<file path="config.mk">
export PLATFORM = sky130hd
export DESIGN_NAME = intr_host_if
export DESIGN_NICKNAME = d
export VERILOG_FILES = /design/src/rtl/intr_pkg.sv /design/src/rtl/intr_cfg_writer.sv /design/src/rtl/intr_host_if.sv
export SDC_FILE = /design/constraint.sdc
export NUM_CORES = 1
export LEC_CHECK = 0
export BUFFER_PORTS_ARGS = -buffer_cell sky130_fd_sc_hd__buf_4
export CAP_MARGIN = 25
export CORE_ASPECT_RATIO = 1.75
export CORE_UTILIZATION = 50
export DETAILED_ROUTE_END_ITERATION = 7
export PLACE_DENSITY = 0.74
export SYNTH_ARGS = -nofsm -noshare
export SYNTH_HDL_FRONTEND = slang
export SYNTH_SLANG_ARGS = --single-unit
</file>
<file path="constraint.sdc">
create_clock -name clk_in -period 2.4 [get_ports clk_in]
set_input_delay 0.24 -clock clk_in [delete_from_list [all_inputs] [get_ports clk_in]]
set_output_delay 0.24 -clock clk_in [all_outputs]
set_load 0.05 [all_outputs]
</file>
<file path="src/rtl/intr_pkg.sv">
// intr_pkg: shared definitions for the processor-side interrupt host agent.
//   - Controller mode codes and configuration word tag
//   - Vector / end-of-interrupt signature constants
//   - Host FSM state encoding
//   - Helpers: vector signature check and EOI signature select
package intr_pkg;

    localparam logic [1:0] MODE_NONE     = 2'b00;
    localparam logic [1:0] MODE_POLL     = 2'b01;
    localparam logic [1:0] MODE_PRIO     = 2'b10;

    localparam logic [4:0] SIG_VEC_POLL  = 5'b01011;
    localparam logic [4:0] SIG_VEC_PRIO  = 5'b10011;
    localparam logic [4:0] SIG_EOI_POLL  = 5'b10100;
    localparam logic [4:0] SIG_EOI_PRIO  = 5'b01100;

    localparam logic [1:0] CFG_PRIO_TAG  = 2'b10;
    localparam logic [7:0] CFG_POLL_WORD = 8'h01;

    typedef enum logic [3:0] {
        ST_IDLE      = 4'd0,
        ST_CFG       = 4'd1,
        ST_WAIT_ACK1 = 4'd2,
        ST_CAPTURE   = 4'd3,
        ST_WAIT_ACK2 = 4'd4,
        ST_HANDOFF   = 4'd5,
        ST_SERVICE   = 4'd6,
        ST_EOI       = 4'd7,
        ST_HOLD      = 4'd8
    } host_state_e;

    // True when the upper five bits of a vector word carry the signature of the active mode.
    function automatic logic vec_sig_ok(input logic [1:0] mode, input logic [4:0] sig);
        logic ok_s;
        case (mode)
            MODE_POLL: ok_s = (sig == SIG_VEC_POLL);
            MODE_PRIO: ok_s = (sig == SIG_VEC_PRIO);
            default:   ok_s = 1'b0;
        endcase
        return ok_s;
    endfunction

    // Signature placed above the interrupt ID in the EOI word.
    function automatic logic [4:0] eoi_sig(input logic [1:0] mode);
        logic [4:0] sig_s;
        case (mode)
            MODE_PRIO: sig_s = SIG_EOI_PRIO;
            default:   sig_s = SIG_EOI_POLL;
        endcase
        return sig_s;
    endfunction

endpackage

</file>
<file path="src/rtl/intr_cfg_writer.sv">
// intr_cfg_writer: configuration word sequencer for the interrupt controller.
// Ports:
//   clk_in, rst_in  clock, synchronous active-low reset
//   start           1-cycle pulse: latch mode/priority and begin
//   mode, prio      requested mode and 8x3-bit priority order
//   ctrl_bus_oe     controller is driving the bus (stall writes)
//   wr, word        drive 'word' onto the bus this cycle
//   done            last word written (or mode rejected)
//   bad             mode is neither polling nor priority
//   mode_latched    mode captured at start
module intr_cfg_writer
    import intr_pkg::*;
(
    input  logic        clk_in,
    input  logic        rst_in,
    input  logic        start,
    input  logic [1:0]  mode,
    input  logic [23:0] prio,
    input  logic        ctrl_bus_oe,
    output logic        wr,
    output logic [7:0]  word,
    output logic        done,
    output logic        bad,
    output logic [1:0]  mode_latched
);

    logic        active_r;
    logic [1:0]  idx_r;
    logic [1:0]  mode_r;
    logic [23:0] prio_r;
    logic        mode_ok_s;
    logic        last_s;

    // Sequencer state: latch the request on start, advance one word per unstalled write.
    always_ff @(posedge clk_in) begin
        if (!rst_in) begin
            active_r <= 1'b0;
            idx_r    <= 2'd0;
            mode_r   <= MODE_NONE;
            prio_r   <= 24'd0;
        end else if (start) begin
            active_r <= 1'b1;
            idx_r    <= 2'd0;
            mode_r   <= mode;
            prio_r   <= prio;
        end else if (done) begin
            active_r <= 1'b0;
            idx_r    <= 2'd0;
        end else if (wr) begin
            idx_r    <= idx_r + 2'd1;
        end
    end

    // Write qualification and completion; an unsupported mode finishes at once with no writes.
    always_comb begin
        mode_ok_s = (mode_r == MODE_POLL) || (mode_r == MODE_PRIO);
        wr        = active_r && mode_ok_s && !ctrl_bus_oe;
        last_s    = (mode_r == MODE_POLL) || (idx_r == 2'd3);
        done      = active_r && (!mode_ok_s || (wr && last_s));
        bad       = active_r && !mode_ok_s;
    end

    // Word mux: priority words pack two IDs, highest first, above the tag.
    always_comb begin
        word = 8'h00;
        if (mode_r == MODE_POLL) begin
            word = CFG_POLL_WORD;
        end else begin
            case (idx_r)
                2'd0:    word = {prio_r[23:18], CFG_PRIO_TAG};
                2'd1:    word = {prio_r[17:12], CFG_PRIO_TAG};
                2'd2:    word = {prio_r[11:6],  CFG_PRIO_TAG};
                2'd3:    word = {prio_r[5:0],   CFG_PRIO_TAG};
                default: word = 8'h00;
            endcase
        end
    end

    assign mode_latched = mode_r;

endmodule

</file>
<file path="src/rtl/intr_host_if.sv">
// intr_host_if: processor-side agent on the shared 8-bit interrupt bus.
// Programs the controller, acknowledges interrupts with two active-low ack
// pulses, checks the vector word, hands the ID to the core and issues EOI.
// Ports:
//   clk_in, rst_in                 clock, synchronous active-low reset
//   intr_req_in, ctrl_bus_oe_in    controller interrupt pending / bus drive
//   bus_in, bus_out, bus_oe_out    resolved bus, our drive value and enable
//   intr_ack_n_out                 active-low ack / strobe to controller
//   cfg_start_in, cfg_mode_in,
//   cfg_prio_in, cfg_busy_out      configuration request and status
//   mode_out                       active mode (00 = unconfigured)
//   vec_valid_out, vec_id_out,
//   vec_ready_in                   valid/ready handoff of interrupt ID
//   isr_done_in                    core finished ISR
//   err_out                        bad signature, capture timeout or bad mode
// All outputs are registered.
module intr_host_if
    import intr_pkg::*;
#(
    parameter int ACK_DLY = 6,
    parameter int CAP_TMO = 16,
    parameter int HOLDOFF = 4
) (
    input  logic        clk_in,
    input  logic        rst_in,
    input  logic        intr_req_in,
    input  logic        ctrl_bus_oe_in,
    input  logic [7:0]  bus_in,
    output logic [7:0]  bus_out,
    output logic        bus_oe_out,
    output logic        intr_ack_n_out,
    input  logic        cfg_start_in,
    input  logic [1:0]  cfg_mode_in,
    input  logic [23:0] cfg_prio_in,
    output logic        cfg_busy_out,
    output logic [1:0]  mode_out,
    output logic        vec_valid_out,
    output logic [2:0]  vec_id_out,
    input  logic        vec_ready_in,
    input  logic        isr_done_in,
    output logic        err_out
);

    // Terminal counts: each timed state lasts exactly N cycles.
    localparam logic [7:0] ACK_LAST  = 8'(ACK_DLY - 1);
    localparam logic [7:0] CAP_LAST  = 8'(CAP_TMO - 1);
    localparam logic [7:0] HOLD_LAST = 8'(HOLDOFF - 1);

    host_state_e state_r, state_s;
    logic [7:0]  cnt_r, cnt_s;
    logic        match_r, match_s;
    logic [2:0]  id_s;
    logic [7:0]  bus_s;
    logic        oe_s, ack_n_s, err_s, busy_s, valid_s;
    logic [1:0]  mode_s;

    logic        cfg_start_s, cfg_wr_s, cfg_done_s, cfg_bad_s;
    logic [7:0]  cfg_word_s;
    logic [1:0]  cfg_mode_s;

    assign cfg_start_s = cfg_start_in && (state_r == ST_IDLE);

    intr_cfg_writer u_cfg_writer (
        .clk_in       (clk_in),
        .rst_in       (rst_in),
        .start        (cfg_start_s),
        .mode         (cfg_mode_in),
        .prio         (cfg_prio_in),
        .ctrl_bus_oe  (ctrl_bus_oe_in),
        .wr           (cfg_wr_s),
        .word         (cfg_word_s),
        .done         (cfg_done_s),
        .bad          (cfg_bad_s),
        .mode_latched (cfg_mode_s)
    );

    // State, counter and all outputs are registered from the next-state logic.
    always_ff @(posedge clk_in) begin
        if (!rst_in) begin
            state_r        <= ST_IDLE;
            cnt_r          <= 8'd0;
            match_r        <= 1'b0;
            bus_out        <= 8'h00;
            bus_oe_out     <= 1'b0;
            intr_ack_n_out <= 1'b1;
            cfg_busy_out   <= 1'b0;
            mode_out       <= MODE_NONE;
            vec_valid_out  <= 1'b0;
            vec_id_out     <= 3'd0;
            err_out        <= 1'b0;
        end else begin
            state_r        <= state_s;
            cnt_r          <= cnt_s;
            match_r        <= match_s;
            bus_out        <= bus_s;
            bus_oe_out     <= oe_s;
            intr_ack_n_out <= ack_n_s;
            cfg_busy_out   <= busy_s;
            mode_out       <= mode_s;
            vec_valid_out  <= valid_s;
            vec_id_out     <= id_s;
            err_out        <= err_s;
        end
    end

    // Next-state and next-output decode.
    always_comb begin
        state_s = state_r;
        cnt_s   = cnt_r;
        match_s = match_r;
        id_s    = vec_id_out;
        bus_s   = 8'h00;
        oe_s    = 1'b0;
        ack_n_s = 1'b1;
        err_s   = 1'b0;
        mode_s  = mode_out;
        case (state_r)
            ST_IDLE: begin
                cnt_s = 8'd0;
                if (cfg_start_in) begin
                    state_s = ST_CFG;
                end else if (intr_req_in && (mode_out != MODE_NONE)) begin
                    state_s = ST_WAIT_ACK1;
                end else begin
                    state_s = ST_IDLE;
                end
            end
            ST_CFG: begin
                if (cfg_wr_s) begin
                    bus_s = cfg_word_s;
                    oe_s  = 1'b1;
                end else begin
                    oe_s  = 1'b0;
                end
                err_s = cfg_bad_s;
                if (cfg_done_s) begin
                    mode_s  = cfg_mode_s;
                    state_s = ST_IDLE;
                end else begin
                    state_s = ST_CFG;
                end
            end
            ST_WAIT_ACK1: begin
                if (cnt_r == ACK_LAST) begin
                    ack_n_s = 1'b0;
                    cnt_s   = 8'd0;
                    state_s = ST_CAPTURE;
                end else begin
                    cnt_s   = cnt_r + 8'd1;
                end
            end
            ST_CAPTURE: begin
                if (ctrl_bus_oe_in) begin
                    cnt_s   = 8'd0;
                    state_s = ST_WAIT_ACK2;
                    if (vec_sig_ok(mode_out, bus_in[7:3])) begin
                        match_s = 1'b1;
                        id_s    = bus_in[2:0];
                    end else begin
                        match_s = 1'b0;
                        err_s   = 1'b1;
                    end
                end else if (cnt_r == CAP_LAST) begin
                    match_s = 1'b0;
                    err_s   = 1'b1;
                    cnt_s   = 8'd0;
                    state_s = ST_WAIT_ACK2;
                end else begin
                    cnt_s   = cnt_r + 8'd1;
                end
            end
            ST_WAIT_ACK2: begin
                if (cnt_r == ACK_LAST) begin
                    ack_n_s = 1'b0;
                    cnt_s   = 8'd0;
                    state_s = match_r ? ST_HANDOFF : ST_HOLD;
                end else begin
                    cnt_s   = cnt_r + 8'd1;
                end
            end
            ST_HANDOFF: begin
                // An ISR completing in the same cycle as acceptance goes straight to EOI.
                if (vec_ready_in) begin
                    state_s = isr_done_in ? ST_EOI : ST_SERVICE;
                end else begin
                    state_s = ST_HANDOFF;
                end
            end
            ST_SERVICE: begin
                if (isr_done_in) begin
                    state_s = ST_EOI;
                end else begin
                    state_s = ST_SERVICE;
                end
            end
            ST_EOI: begin
                if (!ctrl_bus_oe_in) begin
                    bus_s   = {eoi_sig(mode_out), vec_id_out};
                    oe_s    = 1'b1;
                    ack_n_s = 1'b0;
                    cnt_s   = 8'd0;
                    state_s = ST_HOLD;
                end else begin
                    state_s = ST_EOI;
                end
            end
            ST_HOLD: begin
                if (cnt_r == HOLD_LAST) begin
                    cnt_s   = 8'd0;
                    state_s = ST_IDLE;
                end else begin
                    cnt_s   = cnt_r + 8'd1;
                end
            end
            default: begin
                cnt_s   = 8'd0;
                state_s = ST_IDLE;
            end
        endcase
        valid_s = (state_s == ST_HANDOFF);
        // Busy also covers the cycle the final configuration word is on the bus.
        busy_s  = (state_s == ST_CFG) || (state_r == ST_CFG);
    end

endmodule

</file>
### Word level (Yosys, flattened, before mapping)

Index checks and enable logic that the tools add are counted.

| storage, ports and cells | value |
|---|---|
| output and inout port bits | 18 |
| register bits after elaboration | 60 |
| memory bits (read-only) | 0 |
| logic and storage cells | 110 |
| input port bits | 41 |
| memories | 0 |
| latch bits | 0 |
| RAM bits | 0 |

| operators by class | value |
|---|---|
| equal/unequal tests | 23 |
| shift operators | 0 |
| div/mod/pow operators | 0 |
| bitwise operators | 2 |
| mux-type cells | 43 |
| $lt $le $gt $ge | 0 |
| $mul | 0 |
| reductions and logical operators | 25 |
| add/sub/neg operators | 2 |

Operators by type and width:

| cell | count |
|---|---|
| two-way mux 8 bit | 8 |
| case mux 8 bit (5 select lines) | 1 |
| case mux 4 bit (9 select lines) | 1 |
| case mux 8 bit (4 select lines) | 1 |
| two-way mux 4 bit | 7 |
| == test 4 x 3 -> 1 bit, second input constant | 5 |
| two-way mux 1 bit | 16 |
| case mux 8 bit (2 select lines) | 1 |
| adder 8 x 1 -> 8 bit, second input constant | 1 |
| == test 2 bit, second input constant | 4 |
| == test 4 x 1 -> 1 bit, second input constant | 2 |
| == test 4 x 2 -> 1 bit, second input constant | 2 |
| == test 8 x 2 -> 1 bit, second input constant | 1 |
| == test 8 x 3 -> 1 bit, second input constant | 1 |
| == test 8 x 4 -> 1 bit, second input constant | 1 |
| case mux 1 bit (2 select lines) | 4 |
| logical AND 1 bit | 7 |
| == test 2 x 1 -> 1 bit, second input constant | 3 |
| two-way mux 2 bit | 3 |
| AND reduction 2 bit | 3 |
| nonzero test 2 bit | 3 |
| OR reduction 3 bit | 2 |
| == test 5 x 4 -> 1 bit, second input constant | 1 |
| == test 5 bit, second input constant | 1 |
| other kinds (11) | 16 |

### Depth between registers and ports, before layout

Gate-level depths: netlist (run 1).

| depth | value |
|---|---|
| depth after elaboration | 11 |
| depth in mapped cells | 8 |
| mapped depth without buffers | 7 |

### By module

Synthesis (run 1) repeated with hierarchy kept, for this count alone.

| unflattened totals | value |
|---|---|
| cell total of the unflattened synthesis | 319 |
| area, all modules | 2949.1 µm² |

Modules (own cells, without submodules):

| module | cells an instance | instances | seq. area each (µm²) | area an instance (µm²) |
|---|---|---|---|---|
| intr_host_if | 186 | 1 | 620.6 | 1576.5 |
| intr_cfg_writer | 133 | 1 | 580.6 | 1372.6 |

### Least setup slack after synthesis (run 1)

OpenSTA, ideal clock, no wires.

| path | value |
|---|---|
| kind | register to register |
| from | reg mode_out[0] |
| to | reg vec_id_out[1] |
| setup time | 117 ps |
| data required time | 2283 ps |
| clock period less this slack | 2320 ps |
| path slack | 80 ps |
| cell stages (with the launch flop) | 9 |
| buffers on the path | 1 |
| arrival time | 2203 ps |
| path through | dfxtp_1 inv_1 ha_1 or3b_2 a211oi_1 and2_1 buf_2 mux2i_1 nor2b_1 |

| on the way | value |
|---|---|
| longest elaborated chain between the ends | 5 |
| elaborated cells between the ends (all ways) | 6 |
| those cells by class | 2 x eq/ne; 3 x mux; 1 x reduce/logical |

Ends and longest elaborated chain:

| what | RTL line | text |
|---|---|---|
| start, declared | intr_host_if.sv:36 | `output logic [1:0] mode_out,` |
| start signal, assigned | intr_host_if.sv:99 | `mode_out <= mode_s;` |
| == test 2 bit or == test 2 x 1 -> 1 bit (tied branches) | intr_pkg.sv:35 | `case (mode)` |
| case mux 1 bit (2 select lines) * | intr_pkg.sv:35 |  |
| two-way mux 1 bit * | intr_host_if.sv:153 | `if (ctrl_bus_oe_in) begin` |
| two-way mux 1 bit * | intr_host_if.sv:117 | `case (state_r)` |
| AND reduction 3 bit (no source line) * | -- |  |
| end signal, assigned | intr_host_if.sv:101 | `vec_id_out <= id_s;` |
| end, declared | intr_host_if.sv:38 | `output logic [2:0] vec_id_out,` |

Every way passes the cells marked *; elsewhere a longest branch is shown, timed or not. The select of a mux whose other input is x is not followed.
A chain may end at the register's enable or synchronous reset.

### Worst setup path after layout (run 1)

Ends and elaborated chain as after synthesis.

==> results of run 1 <==
cells in the mapped netlist (2+ instances only):
cell type,instances,share of area [%]
and4b_1,2,0.69
nand4_1,2,0.43
mux2i_1,5,1.7
xor2_1,4,1.2
nor2b_1,6,1.3
nand2_1,66,8.5
a211oi_1,6,1.5
xnor2_1,3,0.90
or3_1,6,1.3
o2111ai_1,2,0.60
inv_1,6,0.77
ha_1,9,3.9
nand2b_1,3,0.64
nand3b_1,5,1.3
or4b_1,2,0.69
clkbuf_1,14,1.8
a222oi_1,6,2.1
nand3_1,3,0.51
o21ai_1,2,0.34
and3_1,3,0.64
or3b_2,2,0.60
and2b_1,2,0.51
dfxtp_1,60,41
nor2_1,24,3.1
buf_4,2,0.51
and2_1,5,1.1
a21oi_1,16,2.7
o21ai_0,12,2.1
a21boi_0,27,6.9
metrics by stage:
step	cell area, sq um	hold slack, ns
3_5_place_dp	3420	0.461
3_3_place_gp	3420	0.451
4_1_cts	3610	0.147
6_report	3610	0.160
5_1_grt	3610	0.156
2_1_floorplan	2920	0.385
cell type report:
class	count	area share (%)
Multi-Input combinational cell	252	44.4
Sequential cell	60	33.3
Timing Repair Buffer	66	13.7
Clock buffer	10	3.53
Tap cell	76	2.63
Clock inverter	6	1.80
Inverter	6	0.624
worst paths after layout:
check,startpoint,endpoint,slack (ns),depth (start not counted)
max,mode_out[0],vec_id_out[1],0.25,7
min,cfg_prio_in[8],u_cfg_writer.prio_r[8],0.16,3
max reg2reg,mode_out[0],vec_id_out[1],0.25,7
min reg2reg,u_cfg_writer.prio_r[2],u_cfg_writer.prio_r[2],0.47,2
sequential cells by signal (all words and copies together) (netlist names), 2 cells and up:
name and count:
bus_out 8, mode_out 2, vec_id_out 3, cnt_r 8, u_cfg_writer.idx_r 2, u_cfg_writer.mode_latched 2
u_cfg_writer.prio_r 24, state_r 4
cell families (layout without fill, tap and decap cells):
logic type,after synthesis,after routing,synth area share (%)
multiplexers,5,5,1.72
AND/OR/NAND/NOR,143,143,24.8
AO/OA/AOI/OAI,88,88,22.5
buffers and inverters,25,88,3.82
XOR/XNOR,7,7,2.10
flip-flops,60,60,41.2
adder cells (fa/ha/maj),9,9,3.86
layer usage:
metal,up-vias,track usage (%)
met4,0,17.7
li1,1303,-
met3,30,4.77
met5,-,0
met2,86,50.3
met1,1270,26.1
power by group through the flow:
stage | Clock (mW) | Sequential (mW) | Combinational (mW)
finish | 0.879 | 1.29 | 1.07
global route | 0.951 | 1.32 | 1.18
CTS | 0.900 | 1.29 | 1.07
detailed placement | 0 | 1.31 | 1.06
global placement | 0 | 1.30 | 1.05
floorplan | 0 | 1.28 | 0.770
worst max-delay path, stage by stage (launching register included):
cell and delay [ns]:
dfxtp_1 0.35, inv_1 0.06, ha_1 0.24, or3b_2 0.48, a211oi_1 0.32, and2_1 0.32, mux2i_1 0.21, nor2b_1 0.06
==> metrics.md, run 1 <==
| Metric | Value |
|---|---|
| Worst Path Required | ~2.6 ns |
| Reg area | ~1200 sq um |
| First-pass GRT wire length | ~12000 um |
| Place WS | approximately 0.35 ns |
| Pwr Density | 897 nW/um^2 |
| Initial core utilization | 52.2% |
| Pwr Total | roughly 3.2 mW |
| Final Util | between 60 and 70% |
| Growth of design area from synthesis to finish | 23.8% |
| Setup ws final | ~0.25 ns |
| Critical path startpoint category | flop |
| Met3 WL post-DR | around 280 um |
| Postcts setup bufs | 0 |
| Final GP Congestion | approximately 0.95 |
| Min cycle time layout | 2.15 ns |
| Kind of critical path | flop to flop |
| Async SR Flop Fraction | 0% |
| # fillers | ~530 |
| Via count | 2689 |
| Metal2 WL | 4120 um |
| Non-Filler Instances | between 400 and 500 |
| Setup Viol. Count Final | 0 |
| Setup TNS Final | 0 ns |
| WL per Instance | ~16 um |
| Cells after Synth | roughly 340 |
| Final wirelength | 7430 um |
| Cell Rows | 36 |
| DIE AREA | roughly 6200 sq um |
| Global route total overflow | 0 |
| Commonest non-fill, non-tap cells in the layout | 66 x nand2_1, 66 x buf_4, 60 x dfxtp_1 |
| Max-cap violations | 0 |
| Pint | 2.05 mW |
| CTS tree | done |
| Inst Count DP | 460 |
| Synth Cell Area | 2920 sq um |
| Antenna diode count | 0 |
| Post-synth EDFFs | 0 |
| Via density | around 5.6 |
| Maximum clock rate | roughly 460 MHz |
| Synth Warn # | 0 |
| Arrival time at the worst endpoint | 2.38 ns |
| Layout cells sized above 1 | a little under a quarter |
| Clock Tree Buf Depth | 2 |
| Clk pwr share | ~27% |
| Post_cts resized | 0 |
| Sequential share of power | between 30% and 40% |
| Ys flop type | dfxtp_1 |
| Clock Tree Root | clkbuf_8 |
| Post-DP HPWL | between 5000 and 6000 um |
| Static Leak | ~1.4 nW |
| Worst Skew | around 0.012 ns |
| Status | complete, no violations |
| Die Width | 59.7 um |
| Routed met1 length | around 2700 um |
| TritonCTS Buffers | 9 |
| Sw power | 1.18 mW |
| # DRC | 0 |
| Rel. slew slack | about 63% |
| Seq/Total Area, Yosys | about two fifths |
| Multi-input gate area | around 1600 sq um |
| Layout Nets | roughly 450 |
| Worst Tran Pin Value | 0.550 ns |
| Number of clock sinks | 60 |
| DRT antenna net count | 0 |
| Cts hold-fix bufs | 0 |
| Final Max Slew Viols | 0 |
| Port Buffers | slightly below 60 |
| #FFs+latches synth | 60 |
| Top Metal Used | met4 |
| 1st-iter DRT viols | 200 |
| Initial antenna violation count | 0 |
| Htree depth | 3 |
| Sw Share | between 30% and 40% |
| Proportion of power drawn by combinational gates | between 30% and 40% |
| Worst-path clk slew | about 0.070 ns |
| Yosys cell types | around 60 |
| GR Util All Layers | 27.1% |
| CORE AREA | ~5600 sq um |
| Largest net degree at the start of global routing | between 40 and 50 |
| Ports | between 50 and 60 |
| Final Hold Viols | 0 |
| Clk_lat worst skew | around 0.34 ns |
| Unrepaired setup endpoints after global routing | no |
| CP max FO | 4 |
| DRT Pass-1 Iters | 5 |
| Vias in the first global route | 2725 |
| Maximum vdd drop | roughly 0.00055 V |
| Avg Cell Area, Syn | 8.65 sq um |
| Period Utilization, post-route | around nine tenths |
| Die Span Y | 103 um |
| Crit end category | flop |
| Synthesized Nets | between 300 and 400 |
| Hold Path Class | input port to flop |
Power figures use the tool's default switching activity.
==> run 2: changes to the inputs <==
CORE_UTILIZATION = 55   (was 50)
PLACE_DENSITY = 0.8   (was 0.74)
==> run 2 against run 1 <==
Against the previous run:
- the flow now finishes with violations (DRC)
- sequential power is essentially flat
- via count decreased by 3.2%
- clock skew down 0.0041 ns
- non-clock buffer count is 3 lower
- cell count shrank 5.5%
- global-route usage up 0.38 points
- maximum frequency increased by 1.8%
- clock power decreased by 8.9%
- first-iteration DRC count down 28%
- setup slack better by 0.038 ns
- die area shrank 8.9%
- sequential share of layout area up 0.62 points
==> metrics.md, run 2 (synthesized netlist as in run 1, its figures left out) <==
| Metric | Value |
|---|---|
| Non-Filler Instances | 450 (-5.5%) |
| Min cycle time layout | 2.11 ns (-0.0383 ns) |
| Post_cts resized | 0 (unchanged) |
| Period Utilization, post-route | 88.0% (-1.6 points) |
| Port Buffers | 58 (unchanged) |
| Worst-path clk slew | 0.06 ns (about the same) |
| Crit end category | flop |
| Commonest non-fill, non-tap cells in the layout | 66 x nand2_1, 63 x buf_4, 60 x dfxtp_1 |
| Hold Path Class | input port to flop |
| Global route total overflow | 0 (unchanged) |
| Die Span Y | 98.3 um (-4.6%) |
| Final GP Congestion | 0.846 (-11%) |
| Postcts setup bufs | 0 (unchanged) |
| Slowest cell on the critical path | or3b_2 |
| Reg area | 1200 sq um (unchanged) |
| Unrepaired setup endpoints after global routing | no |
| Multi-input gate area | 1600 sq um (unchanged) |
| Antenna diode count | 0 (unchanged) |
| Setup TNS Final | 0 ns (unchanged) |
| CORE AREA | 5020 sq um (-10%) |
| Commonest non-fill, non-tap cell in the layout | nand2_1 |
| Critical path startpoint category | flop |
| Place WS | 0.321 ns (-0.0309 ns) |
| Ports | 59 (unchanged) |
| # fillers | 420 (-21%) |
| Largest net degree at the start of global routing | 47 (unchanged) |
| Worst Skew | 0.00771 ns (-0.00408 ns) |
| Clk pwr share | 25.7% (-1.4 points) |
| Clock Tree Root | clkbuf_8 |
| Initial antenna violation count | 0 (unchanged) |
| Layout cells sized above 1 | 23.2% (-0.52 points) |
| Die Width | 57.0 um (-4.5%) |
| DRT antenna net count | 0 (unchanged) |
| CTS tree | done |
| Crit path largest cell delay | 0.47 ns (about the same) |
| Growth of design area from synthesis to finish | 21.5% |
| Setup Viol. Count Final | 0 (unchanged) |
| Via count | 2602 (-3.2%) |
| Sw Share | 36.7% (+0.14 points) |
| Final wirelength | 7170 um (-3.5%) |
| Number of clock sinks | 60 (unchanged) |
| Arrival time at the worst endpoint | 2.34 ns (-0.04 ns) |
| Proportion of power drawn by combinational gates | 31.9% (-1.1 points) |
| Htree depth | 3 (unchanged) |
| Maximum vdd drop | 0.000852 V (+54%) |
| Cell Rows | 34 (-5.6%) |
| Max-cap violations | 0 (unchanged) |
| Final Max Slew Viols | 0 (unchanged) |
| Clk_lat worst skew | 0.34 ns (about the same) |
| Sequential share of power | 42.4% (+2.5 points) |
| Initial core utilization | 58.1% (+5.9 points) |
| Vias in the first global route | 2547 (-6.5%) |
| Inst Count DP | 435 (-5.4%) |
| Rel. slew slack | 62.5% (-0.84 points) |
| # DRC | 8 (+8) |
| Setup ws final | 0.288 ns (+0.0383 ns) |
| Worst path cell trace | inv_1 -> ha_1 -> or3b_2 -> a211oi_1 -> and2_1 -> mux2i_1 -> nor2b_1 |
| Pwr Total | 3.12 mW (-3.8%) |
| Static Leak | 1.37 nW (-0.94%) |
| Kind of critical path | flop to flop |
| Failing checks | DRC |
| Biggest register | u_cfg_writer.prio_r |
| First-pass GRT wire length | 11700 um (-4.8%) |
| Status | complete, but fails checks |
| 1st-iter DRT viols | 145 (-28%) |
| CP max FO | 4 (unchanged) |
| Via density | 5.78 (+2.4%) |
| Final Hold Viols | 0 (unchanged) |
| Pwr Density | 879 nW/um^2 (-2.0%) |
| Pint | 1.97 mW (-4.0%) |
| Post-DP HPWL | 5330 um (-3.5%) |
| Layout Nets | 442 (-0.67%) |
| Worst Path Required | 2.63 ns (about the same) |
| Sw power | 1.14 mW (-3.5%) |
| Maximum clock rate | 473 MHz (+1.8%) |
| Regs by FF count | u_cfg_writer.prio_r: 24 flops, bus_out: 8 flops, cnt_r: 8 flops |
| Worst Tran Pin Value | 0.562 ns (+0.0125 ns) |
| Max reg flops | 24 (unchanged) |
| TritonCTS Buffers | 9 (unchanged) |
| WL per Instance | 15.9 um (+2.1%) |
| Final Util | 70.6% (+6.0 points) |
| Clock Tree Buf Depth | 2 (unchanged) |
| DRT Pass-1 Iters | 8 (+3) |
| Cts hold-fix bufs | 0 (unchanged) |
| GR Util All Layers | 27.4% (+0.38 points) |
| DIE AREA | 5610 sq um (-8.9%) |
[run 2: per-layer routing]
layer / routed length [um] / GRT usage, %
met3: 289 / 5.56
met1: 2700 / 28.5
met4: 341 / 16.5
met5: 0 / 0
met2: 3840 / 49.1
[run 2: cell type report]
type                            count  share of cell area, %
Clock buffer                       11                   4.27
Multi-Input combinational cell    252                   45.3
Sequential cell                    60                   33.9
Tap cell                           54                   1.91
Inverter                            6                  0.635
Clock inverter                      4                  0.706
Timing Repair Buffer               63                   13.3
[run 2: through the flow]
step / hold WS, ns / area [sq um]
global placement: 0.451 / 3370
global route: 0.157 / 3540
CTS: 0.153 / 3540
detailed placement: 0.460 / 3370
floorplan: 0.385 / 2920
finish: 0.158 / 3540
[run 2: final timing paths]
path,startpoint,end,slack [ns],cells past startpoint
min,cfg_prio_in[7],u_cfg_writer.prio_r[7],0.16,3
max reg2reg,mode_out[0],vec_id_out[0],0.29,7
min reg2reg,u_cfg_writer.prio_r[4],u_cfg_writer.prio_r[4],0.46,2
max,mode_out[0],vec_id_out[0],0.29,7
[run 2: power by group through the flow]
stage / clock [mW] / combinational [mW] / sequential (mW)
floorplan: 0 / 0.770 / 1.28
global placement: 0 / 0.972 / 1.32
detailed placement: 0 / 0.994 / 1.33
CTS: 0.814 / 0.997 / 1.32
global route: 0.857 / 1.10 / 1.34
finish: 0.801 / 0.995 / 1.32
[run 2: critical path, delay by kind of cell, from the launching register on]
| kind | cells | cell delay (ns) |
|---|---|---|
| AO/OA/AOI/OAI | 1 | 0.28 |
| AND/OR/NAND/NOR | 3 | 0.82 |
| adder cells (fa/ha/maj) | 1 | 0.25 |
| multiplexers | 1 | 0.23 |
| flip-flops | 1 | 0.36 |
| buffers and inverters | 1 | 0.07 |
